`config.mk`:
```
export PLATFORM = sky130hd
export DESIGN_NAME = usb_crc_engine
export DESIGN_NICKNAME = d
export VERILOG_FILES = /design/src/rtl/usb_crc_pkg.sv /design/src/rtl/usb_crc_lfsr.sv /design/src/rtl/usb_crc_engine.sv
export SDC_FILE = /design/constraint.sdc
export NUM_CORES = 1
export LEC_CHECK = 0
export ABC_AREA = 1
export CAP_MARGIN = 0
export CORE_AREA = 2 2 86 80
export CTS_CLUSTER_DIAMETER = 60
export DETAILED_ROUTE_END_ITERATION = 16
export DIE_AREA = 0 0 88 82
export DONT_BUFFER_PORTS = 1
export PLACE_DENSITY = 0.61
export SYNTH_ARGS = -nofsm -noshare
export SYNTH_HDL_FRONTEND = slang
export SYNTH_SLANG_ARGS = --single-unit
```
`constraint.sdc`:
```
create_clock -name clk -period 3.7 [get_ports clk]
set_input_delay 0.74 -clock clk [delete_from_list [all_inputs] [get_ports clk]]
set_output_delay 0.74 -clock clk [all_outputs]
set_load 0.03 [all_outputs]
```
`src/rtl/usb_crc_pkg.sv`:
```
// Shared types and constants for the USB serial CRC engine.
package usb_crc_pkg;

  typedef enum logic [1:0] {
    ST_IDLE  = 2'd0,
    ST_SHIFT = 2'd1,
    ST_EMIT  = 2'd2,
    ST_DONE  = 2'd3
  } crc_state_t;

  localparam logic [4:0]  CRC5_POLY     = 5'h05;
  localparam logic [4:0]  CRC5_RESIDUE  = 5'h0C;
  localparam logic [15:0] CRC16_POLY    = 16'h8005;
  localparam logic [15:0] CRC16_RESIDUE = 16'h800D;

endpackage

```
`src/rtl/usb_crc_lfsr.sv`:
```
// Remainder register of the serial CRC: preload to all ones, shift one bit per enable.
// r_next is the value the register takes if the current bit_in is shifted in.
module usb_crc_lfsr #(
  parameter int          WIDTH = 16,
  parameter logic [15:0] POLY  = 16'h8005
) (
  input  logic             clk,
  input  logic             rst,
  input  logic             preload,
  input  logic             shift_en,
  input  logic             bit_in,
  output logic [WIDTH-1:0] r_next
);

  localparam logic [WIDTH-1:0] POLY_W = POLY[WIDTH-1:0];

  logic [WIDTH-1:0] r_q;
  logic [WIDTH-1:0] r_d;
  logic             fb_s;

  // Feedback shift and register next-state selection.
  always_comb begin
    fb_s   = r_q[WIDTH-1] ^ bit_in;
    r_next = {r_q[WIDTH-2:0], 1'b0} ^ (fb_s ? POLY_W : {WIDTH{1'b0}});
    if (preload) begin
      r_d = {WIDTH{1'b1}};
    end else if (shift_en) begin
      r_d = r_next;
    end else begin
      r_d = r_q;
    end
  end

  // Remainder register.
  always_ff @(posedge clk) begin
    if (rst) begin
      r_q <= {WIDTH{1'b1}};
    end else begin
      r_q <= r_d;
    end
  end

endmodule

```
`src/rtl/usb_crc_engine.sv`:
```
// Parametrised serial CRC engine (CRC5/CRC16) with length-framed input and serial result.
// Define USB_CRC_CHECK_EN to add check mode (mode_chk / check_ok ports).
module usb_crc_engine
  import usb_crc_pkg::*;
#(
  parameter int          WIDTH   = 16,
  parameter logic [15:0] POLY    = CRC16_POLY,
  parameter logic [15:0] RESIDUE = CRC16_RESIDUE,
  parameter int          LEN_W   = 8
) (
  input  logic             clk,
  input  logic             rst,
  input  logic             start,
  input  logic [LEN_W-1:0] msg_len,
  input  logic             bit_in,
  input  logic             bit_valid,
  output logic             bit_ready,
  output logic             crc_out,
  output logic             crc_valid,
  input  logic             crc_ready,
  output logic [WIDTH-1:0] crc_val,
  output logic             done,
  input  logic             ack,
`ifdef USB_CRC_CHECK_EN
  input  logic             mode_chk,
  output logic             check_ok,
`endif
  output logic             busy
);

  localparam int             IDX_W    = $clog2(WIDTH);
  localparam logic [IDX_W-1:0] IDX_LAST = IDX_W'(WIDTH - 1);

  crc_state_t       state_q, state_d;
  logic [LEN_W-1:0] cnt_q, cnt_d;
  logic [IDX_W-1:0] idx_q, idx_d;
  logic [IDX_W-1:0] bit_sel_s;
  logic [WIDTH-1:0] crc_val_q, crc_val_d;
  logic [WIDTH-1:0] r_next_s;
  logic             preload_s;
  logic             shift_en_s;
  logic             start_acc_s;
  logic             last_bit_s;
  logic             ack_acc_s;
  logic             mode_in_s;
  logic             chk_mode_s;

  usb_crc_lfsr #(
    .WIDTH (WIDTH),
    .POLY  (POLY)
  ) u_lfsr (
    .clk      (clk),
    .rst      (rst),
    .preload  (preload_s),
    .shift_en (shift_en_s),
    .bit_in   (bit_in),
    .r_next   (r_next_s)
  );

  // Control FSM: next state, counters and result latch.
  always_comb begin
    state_d     = state_q;
    cnt_d       = cnt_q;
    idx_d       = idx_q;
    crc_val_d   = crc_val_q;
    preload_s   = 1'b0;
    shift_en_s  = 1'b0;
    start_acc_s = 1'b0;
    last_bit_s  = 1'b0;
    ack_acc_s   = 1'b0;
    case (state_q)
      ST_IDLE: begin
        if (start) begin
          start_acc_s = 1'b1;
          preload_s   = 1'b1;
          cnt_d       = msg_len;
          idx_d       = {IDX_W{1'b0}};
          if (msg_len == {LEN_W{1'b0}}) begin
            // Empty message: result is the complemented preload.
            crc_val_d = {WIDTH{1'b0}};
            state_d   = mode_in_s ? ST_DONE : ST_EMIT;
          end else begin
            state_d = ST_SHIFT;
          end
        end else begin
          state_d = ST_IDLE;
        end
      end
      ST_SHIFT: begin
        if (bit_valid) begin
          shift_en_s = 1'b1;
          if (cnt_q == LEN_W'(1)) begin
            last_bit_s = 1'b1;
            cnt_d      = {LEN_W{1'b0}};
            crc_val_d  = ~r_next_s;
            state_d    = chk_mode_s ? ST_DONE : ST_EMIT;
          end else begin
            cnt_d = cnt_q - LEN_W'(1);
          end
        end else begin
          state_d = ST_SHIFT;
        end
      end
      ST_EMIT: begin
        if (crc_ready) begin
          if (idx_q == IDX_LAST) begin
            state_d = ST_DONE;
          end else begin
            idx_d = idx_q + IDX_W'(1);
          end
        end else begin
          state_d = ST_EMIT;
        end
      end
      ST_DONE: begin
        if (ack) begin
          ack_acc_s = 1'b1;
          state_d   = ST_IDLE;
        end else begin
          state_d = ST_DONE;
        end
      end
      default: begin
        state_d = ST_IDLE;
      end
    endcase
  end

  // FSM state, counters and latched result.
  always_ff @(posedge clk) begin
    if (rst) begin
      state_q   <= ST_IDLE;
      cnt_q     <= {LEN_W{1'b0}};
      idx_q     <= {IDX_W{1'b0}};
      crc_val_q <= {WIDTH{1'b0}};
    end else begin
      state_q   <= state_d;
      cnt_q     <= cnt_d;
      idx_q     <= idx_d;
      crc_val_q <= crc_val_d;
    end
  end

`ifdef USB_CRC_CHECK_EN
  localparam logic [WIDTH-1:0] RES_W = RESIDUE[WIDTH-1:0];

  logic mode_q, mode_d;
  logic check_ok_q, check_ok_d;

  assign mode_in_s  = mode_chk;
  assign chk_mode_s = mode_q;

  // Check-mode capture and residual compare on entry to DONE.
  always_comb begin
    mode_d     = mode_q;
    check_ok_d = check_ok_q;
    if (start_acc_s) begin
      mode_d = mode_chk;
      if (mode_chk && (msg_len == {LEN_W{1'b0}})) begin
        check_ok_d = ({WIDTH{1'b1}} == RES_W);
      end else begin
        check_ok_d = 1'b0;
      end
    end else if (last_bit_s && mode_q) begin
      check_ok_d = (r_next_s == RES_W);
    end else if (ack_acc_s) begin
      check_ok_d = 1'b0;
    end else begin
      check_ok_d = check_ok_q;
    end
  end

  // Check-mode registers.
  always_ff @(posedge clk) begin
    if (rst) begin
      mode_q     <= 1'b0;
      check_ok_q <= 1'b0;
    end else begin
      mode_q     <= mode_d;
      check_ok_q <= check_ok_d;
    end
  end

  assign check_ok = check_ok_q;
`else
  assign mode_in_s  = 1'b0;
  assign chk_mode_s = 1'b0;
`endif

  assign bit_sel_s = IDX_LAST - idx_q;
  assign crc_out   = (state_q == ST_EMIT) ? crc_val_q[bit_sel_s] : 1'b0;
  assign crc_valid = (state_q == ST_EMIT);
  assign bit_ready = (state_q == ST_SHIFT);
  assign done      = (state_q == ST_DONE);
  assign busy      = (state_q != ST_IDLE);
  assign crc_val   = crc_val_q;

endmodule

```
==> impl_metrics.json, run 1 <==
{
  "drt-total-wl_mm": 5.814,
  "dp_hpwl_mm": 4.400,
  "p_sw_w": 0.0007820,
  "ir_worst_vdd_v": 0.0001664,
  "synth_fp_nets": 411,
  "drt_iter0_drc": 113,
  "synth-seq-cells": 46,
  "r2r_start": "state_q[0]",
  "synth_cells": 393,
  "clkPwrFrac_pct": 17.8,
  "ys_warn_count": 0,
  "placed_cells": 468,
  "power.leakage_nw": 1.279,
  "final_antenna_net_count": 0,
  "placed_cell_area_mm2": 0.002506,
  "die_y_um": 82,
  "synth_area_mm2": 0.002460,
  "critPathLaunchType": "register",
  "syn_to_final_growth_pct": 5.239,
  "portBuffers": 0,
  "hold_end": "u_lfsr.r_q[4]",
  "min_from": "u_lfsr.r_q[4]",
  "dr_total_vias": 2286,
  "crit_chain": "inv_1 -> nand2_1 -> nand3_1 -> nand3_1 -> nand3_1 -> a21oi_1",
  "total_power_w": 0.001714,
  "drc": 0,
  "min_path_cells": 2,
  "rows": 28,
  "grt_max_degree": 28,
  "critPathKind": "register to primary output",
  "via_per_inst": 4.823,
  "clock-sinks": 46,
  "critPathMaxStageDelay_ns": 0.62,
  "clock_latency_ns": 0.30,
  "wire_per_inst_um": 12.27,
  "power_frac_seq_pct": 44.7,
  "ios": 36,
  "synth_cell_types": 24,
  "p_int_w": 0.0009321,
  "ff2ff_path_depth": 7,
  "status": "completed",
  "floorplan.die_area_mm2": 0.007216,
  "fmax_ghz": 0.3625,
  "syn_area_per_cell_um2": 6.259,
  "slew_headroom_pct": 49.28,
  "p_sw_share_pct": 45.62,
  "path_common_cell": "nand3_1",
  "cts_setup_buffers": 0,
  "ctsHoldBuffers": 0,
  "drive_gt1_share_pct": 4.427,
  "rr_endpoint": "crc_val[3]",
  "maxCapViolations": 0,
  "r2r_slack_ns": 1.18,
  "cp-end-kind": "primary output",
  "clkTransAtPathRegs_ns": 0.08,
  "gp_congestion": 0.8344,
  "finalInstanceArea_mm2": 0.002589,
  "hp-class": "register to register",
  "gr-total-overflow": 0,
  "hold_violations": 0,
  "slew_violations": 0,
  "path_max_fanout": 15,
  "fin_tns_setup_ns": 0,
  "grt_setup_unrepaired": "no",
  "tightest_slew_ns": 0.7558,
  "grt_antenna_before_repair": 0,
  "cts_root_buf": "clkbuf_8",
  "cts-buffers-inserted": 5,
  "required_ns": 2.96,
  "pwr-share-comb_pct": 37.5,
  "first_pass_iters": 4,
  "ctsResizeCount": 0,
  "finalSetupViolations": 0,
  "crit_path_top_delay_cell": "dfxtp_1",
  "fin_worst_skew_ns": 0.009440,
  "core_mm2": 0.006341,
  "n_antenna_cell": 0,
  "grt_first_pass_wirelength_mm": 9.777,
  "nets": 403,
  "yosysSeqAreaShare_pct": 37.44,
  "start_util_pct": 38.79,
  "power_density_mw_per_mm2": 662.1,
  "htree_levels": 2,
  "grt_usage_pct": 17.37,
  "grt_pass1_vias": 2103,
  "period_needed_ns": 2.759,
  "cts_tree": "built",
  "worstPathArrival_ns": 2.02,
  "cts_max_path_buffers": 2,
  "die_x_um": 88,
  "min_period_over_period_pct": 74.56,
  "final_cell_count_no_fill": 474
}
==> worst max-delay path by stage <==
stage,endpoint,cells after the start,slack (ns),start
floorplan,crc_out,5,1.54,idx_q[0]
global placement,crc_val[3],7,1.27,state_q[0]
detailed placement,crc_val[3],7,1.19,state_q[0]
CTS,crc_out,6,0.95,idx_q[0]
global route,crc_out,6,0.73,idx_q[0]
finish,crc_out,6,0.94,idx_q[0]
==> synth_stat cells <==
library cell	n	area share, %
nand3b_1	1	0.31
nor3_1	1	0.20
ha_1	3	1.5
buf_1	1	0.15
nand4_1	10	2.5
nand3_2	1	0.41
nor2_1	52	7.9
a31oi_1	2	0.51
nand3_1	23	4.7
clkinv_1	1	0.15
inv_1	66	10
a21oi_1	23	4.7
clkbuf_1	6	0.92
o21ai_0	21	4.3
o211ai_1	7	2.1
buf_2	8	1.6
nand2_2	2	0.51
xor2_1	2	0.71
nor2_2	3	0.76
nand2_1	100	15
inv_2	3	0.46
dfxtp_1	46	37
nor2_4	2	0.92
o21ai_1	9	1.8
==> power by group through the flow <==
stage / Sequential [W] / Combinational [W] / Clock [W]
final: 0.000766 / 0.000643 / 0.000305
after global routing: 0.000783 / 0.000756 / 0.000331
after CTS: 0.000767 / 0.000646 / 0.000313
after detailed placement: 0.000778 / 0.000643 / 0
after global placement: 0.000777 / 0.000633 / 0
after floorplan: 0.000750 / 0.000548 / 0
==> flip-flops by register name (all words and copies together), names as in the netlist <==
name	cells
idx_q	4
u_lfsr.r_q	16
state_q	2
crc_val	16
cnt_q	8
==> worst max-delay path, delay by kind of cell (launching register included) <==
family,cells,cell delay (ns)
compound gates,1,0.53
buf+inv,1,0.23
flops,1,0.62
simple gates,4,0.35
==> final cells by class <==
| cell class | count | area (um2) |
|---|---|---|
| sequential | 46 | 920.9 |
| inverter | 70 | 262.8 |
| tap | 90 | 112.6 |
| clock buffer | 6 | 82.58 |
| multi-input combinational | 262 | 1210 |
| fill | 689 | 3752 |
==> per-stage QoR <==
step	worst slack (ns)	utilization [%]	hold WS (ns)
after CTS	0.9485	40.82	0.4789
after floorplan	1.537	-	0.4426
after global placement	1.273	39.52	0.4529
final	0.9411	40.82	0.4762
after global routing	0.7275	40.82	0.5058
after detailed placement	1.193	39.52	0.4592
==> placed cells by master, fill, tap and decap left out, types with 3 or more instances in the layout <==
cell type and n:
a21oi_1 23, clkbuf_8 6, dfxtp_1 46, ha_1 3, inv_1 66, inv_2 3, nand2_1 100, nand3_1 23
nand4_1 10, nor2_1 52, nor2_2 3, o211ai_1 7, o21ai_0 21, o21ai_1 9
==> kinds of logic after synthesis <==
logic type / after synthesis / share of synthesized area [%]
and+or+nand+nor: 195 / 33.52
buffers and inverters: 85 / 13.38
adders and majority gates: 3 / 1.526
xor gates and xnor gates: 2 / 0.7122
DFF: 46 / 37.44
AOI/OAI and AO/OA: 62 / 13.43
==> layer usage <==
metal / global-route usage [%] / wire length, um / part of all wire [%] / vias up
li1: - / - / - / 1206
met1: 22.56 / 2854 / 49 / 1030
met2: 28.56 / 2523 / 43 / 42
met3: 4.020 / 354 / 6.1 / 8
met4: 5.538 / 82 / 1.4 / 0
met5: 0 / 0 / 0 / -
Power figures use the tool's default switching activity.
==> inputs of run 2 (changes only) <==
--- a/config.mk
+++ b/config.mk
@@ -12,7 +12,7 @@
 export DETAILED_ROUTE_END_ITERATION = 16
 export DIE_AREA = 0 0 88 82
 export DONT_BUFFER_PORTS = 1
-export PLACE_DENSITY = 0.61
+export PLACE_DENSITY = 0.63
 export SYNTH_ARGS = -nofsm -noshare
 export SYNTH_HDL_FRONTEND = slang
 export SYNTH_SLANG_ARGS = --single-unit
==> constraint.sdc (replaced) <==
create_clock -name clk -period 2.4 [get_ports clk]
set_input_delay 0.48 -clock clk [delete_from_list [all_inputs] [get_ports clk]]
set_output_delay 0.48 -clock clk [all_outputs]
set_load 0.03 [all_outputs]
==> run 2 against run 1 <==
Against the previous run: global-route usage decreased by 0.32 points; final cell count increased by 2.5%; total power increased by 58%; first-iteration DRC count increased by 39%; clock power increased by 55%.
==> impl_metrics.json, run 2 (synthesis gave the netlist of run 1 again) <==
{
  "p_sw_share_pct": 45.73,
  "worst_slack_ns": 0.3180,
  "critPathKind": "register to primary output",
  "grt_antenna_before_repair": 0,
  "tightest_slew_ns": 0.5601,
  "drive_gt1_share_pct": 7.071,
  "clock_latency_ns": 0.30,
  "min_period_over_period_pct": 86.75,
  "syn_to_final_growth_pct": 8.444,
  "via_per_inst": 4.706,
  "slew_headroom_pct": 62.62,
  "cts_root_buf": "clkbuf_8",
  "wire_per_inst_um": 11.80,
  "grt_pass1_vias": 2050,
  "clkTransAtPathRegs_ns": 0.09,
  "period_needed_ns": 2.082,
  "power_density_mw_per_mm2": 1016,
  "htree_levels": 2,
  "n_antenna_cell": 0,
  "portBuffers": 0,
  "clkPwrFrac_pct": 17.4,
  "die_y_um": 82,
  "final_common_cell": "nand2_1",
  "die_x_um": 88,
  "drt-total-wl_mm": 5.734,
  "ir_worst_vdd_v": 0.0002956,
  "floorplan.die_area_mm2": 0.007216,
  "grt_max_degree": 28,
  "first_pass_iters": 4,
  "clock-sinks": 46,
  "cts-buffers-inserted": 5,
  "cts_max_path_buffers": 2,
  "hp-class": "input pin to register",
  "ctsHoldBuffers": 0,
  "cp-end-kind": "primary output",
  "slew_violations": 0,
  "fin_worst_skew_ns": 0.01007,
  "dp_slack_ns": 0.6312,
  "dp_hpwl_mm": 4.253,
  "nets": 413,
  "finalSetupViolations": 0,
  "ctsResizeCount": 0,
  "ios": 36,
  "worstPathArrival_ns": 1.60,
  "rows": 28,
  "cts_tree": "built",
  "path_max_fanout": 7,
  "status": "completed",
  "final_antenna_net_count": 0,
  "pwr-share-comb_pct": 39.7,
  "hold_violations": 0,
  "grt_first_pass_wirelength_mm": 9.646,
  "core_mm2": 0.006341,
  "layout_common_cells": "nand2_1, inv_1, nor2_1",
  "cts_setup_buffers": 0,
  "fin_tns_setup_ns": 0,
  "critPathLaunchType": "register",
  "gr-total-overflow": 0,
  "drc": 0,
  "power.leakage_nw": 1.331,
  "p_int_w": 0.001471,
  "dr_total_vias": 2287,
  "gp_congestion": 0.7930,
  "maxCapViolations": 0,
  "drt_iter0_drc": 157,
  "grt_usage_pct": 17.05,
  "fmax_ghz": 0.4803,
  "p_sw_w": 0.001239,
  "required_ns": 1.92,
  "power_frac_seq_pct": 42.9,
  "start_util_pct": 38.79,
  "grt_setup_unrepaired": "no"
}
==> run 2: layout make-up <==
class | count | area [um2]
inverter | 70 | 262.8
timing repair buffer | 10 | 75.07
tap | 90 | 112.6
clock buffer | 6 | 72.57
clock inverter | 2 | 13.76
sequential | 46 | 920.9
fill | 669 | 3674
multi-input combinational | 262 | 1210
==> run 2: metal layers <==
metal  part of all wire (%)  up-vias  global-route usage (%)
li1                       -     1226                       -
met1                     53     1014                   24.12
met2                     42       41                   25.91
met3                    4.4        6                   3.819
met4                    1.3        0                   4.923
met5                      0        -                       0
==> run 2: critical path, cell delays in order, from the launching register on <==
cell	delay [ns]
dfxtp_1	0.47
inv_1	0.17
nand2_1	0.09
nand3_1	0.06
nand3_1	0.09
nand3_1	0.09
a21oi_1	0.15
buf_4	0.18
==> run 2: final timing paths <==
check / startpoint / to / slack, ns / cells past startpoint
setup / recovery: idx_q[0] / crc_out / 0.32 / 7
hold / removal: rst / state_q[1] / 0.24 / 1
setup reg to reg: state_q[0] / crc_val[15] / 0.68 / 8
hold reg to reg: u_lfsr.r_q[10] / u_lfsr.r_q[10] / 0.48 / 2
==> run 2: through the flow <==
stage                     area (um2)  util, %  cells  hold WS, ns  total power (W)
after CTS                       2668    42.07    486       0.2328         0.002728
after floorplan                 2460        -    393       0.4426         0.002001
after detailed placement        2581    40.71    478       0.4597         0.002249
after global routing            2668    42.07    486       0.2336         0.002958
after global placement          2581    40.71    478       0.4561         0.002236
final                           2668    42.07    486       0.2403         0.002710
==> run 2: power groups by stage <==
stage / Combinational [W] / Clock [W] / Sequential [W]
after floorplan: 0.000845 / 0 / 0.00116
after global placement: 0.00106 / 0 / 0.00118
after detailed placement: 0.00107 / 0 / 0.00118
after CTS: 0.00107 / 0.000491 / 0.00116
after global routing: 0.00125 / 0.000525 / 0.00119
final: 0.00107 / 0.000473 / 0.00116
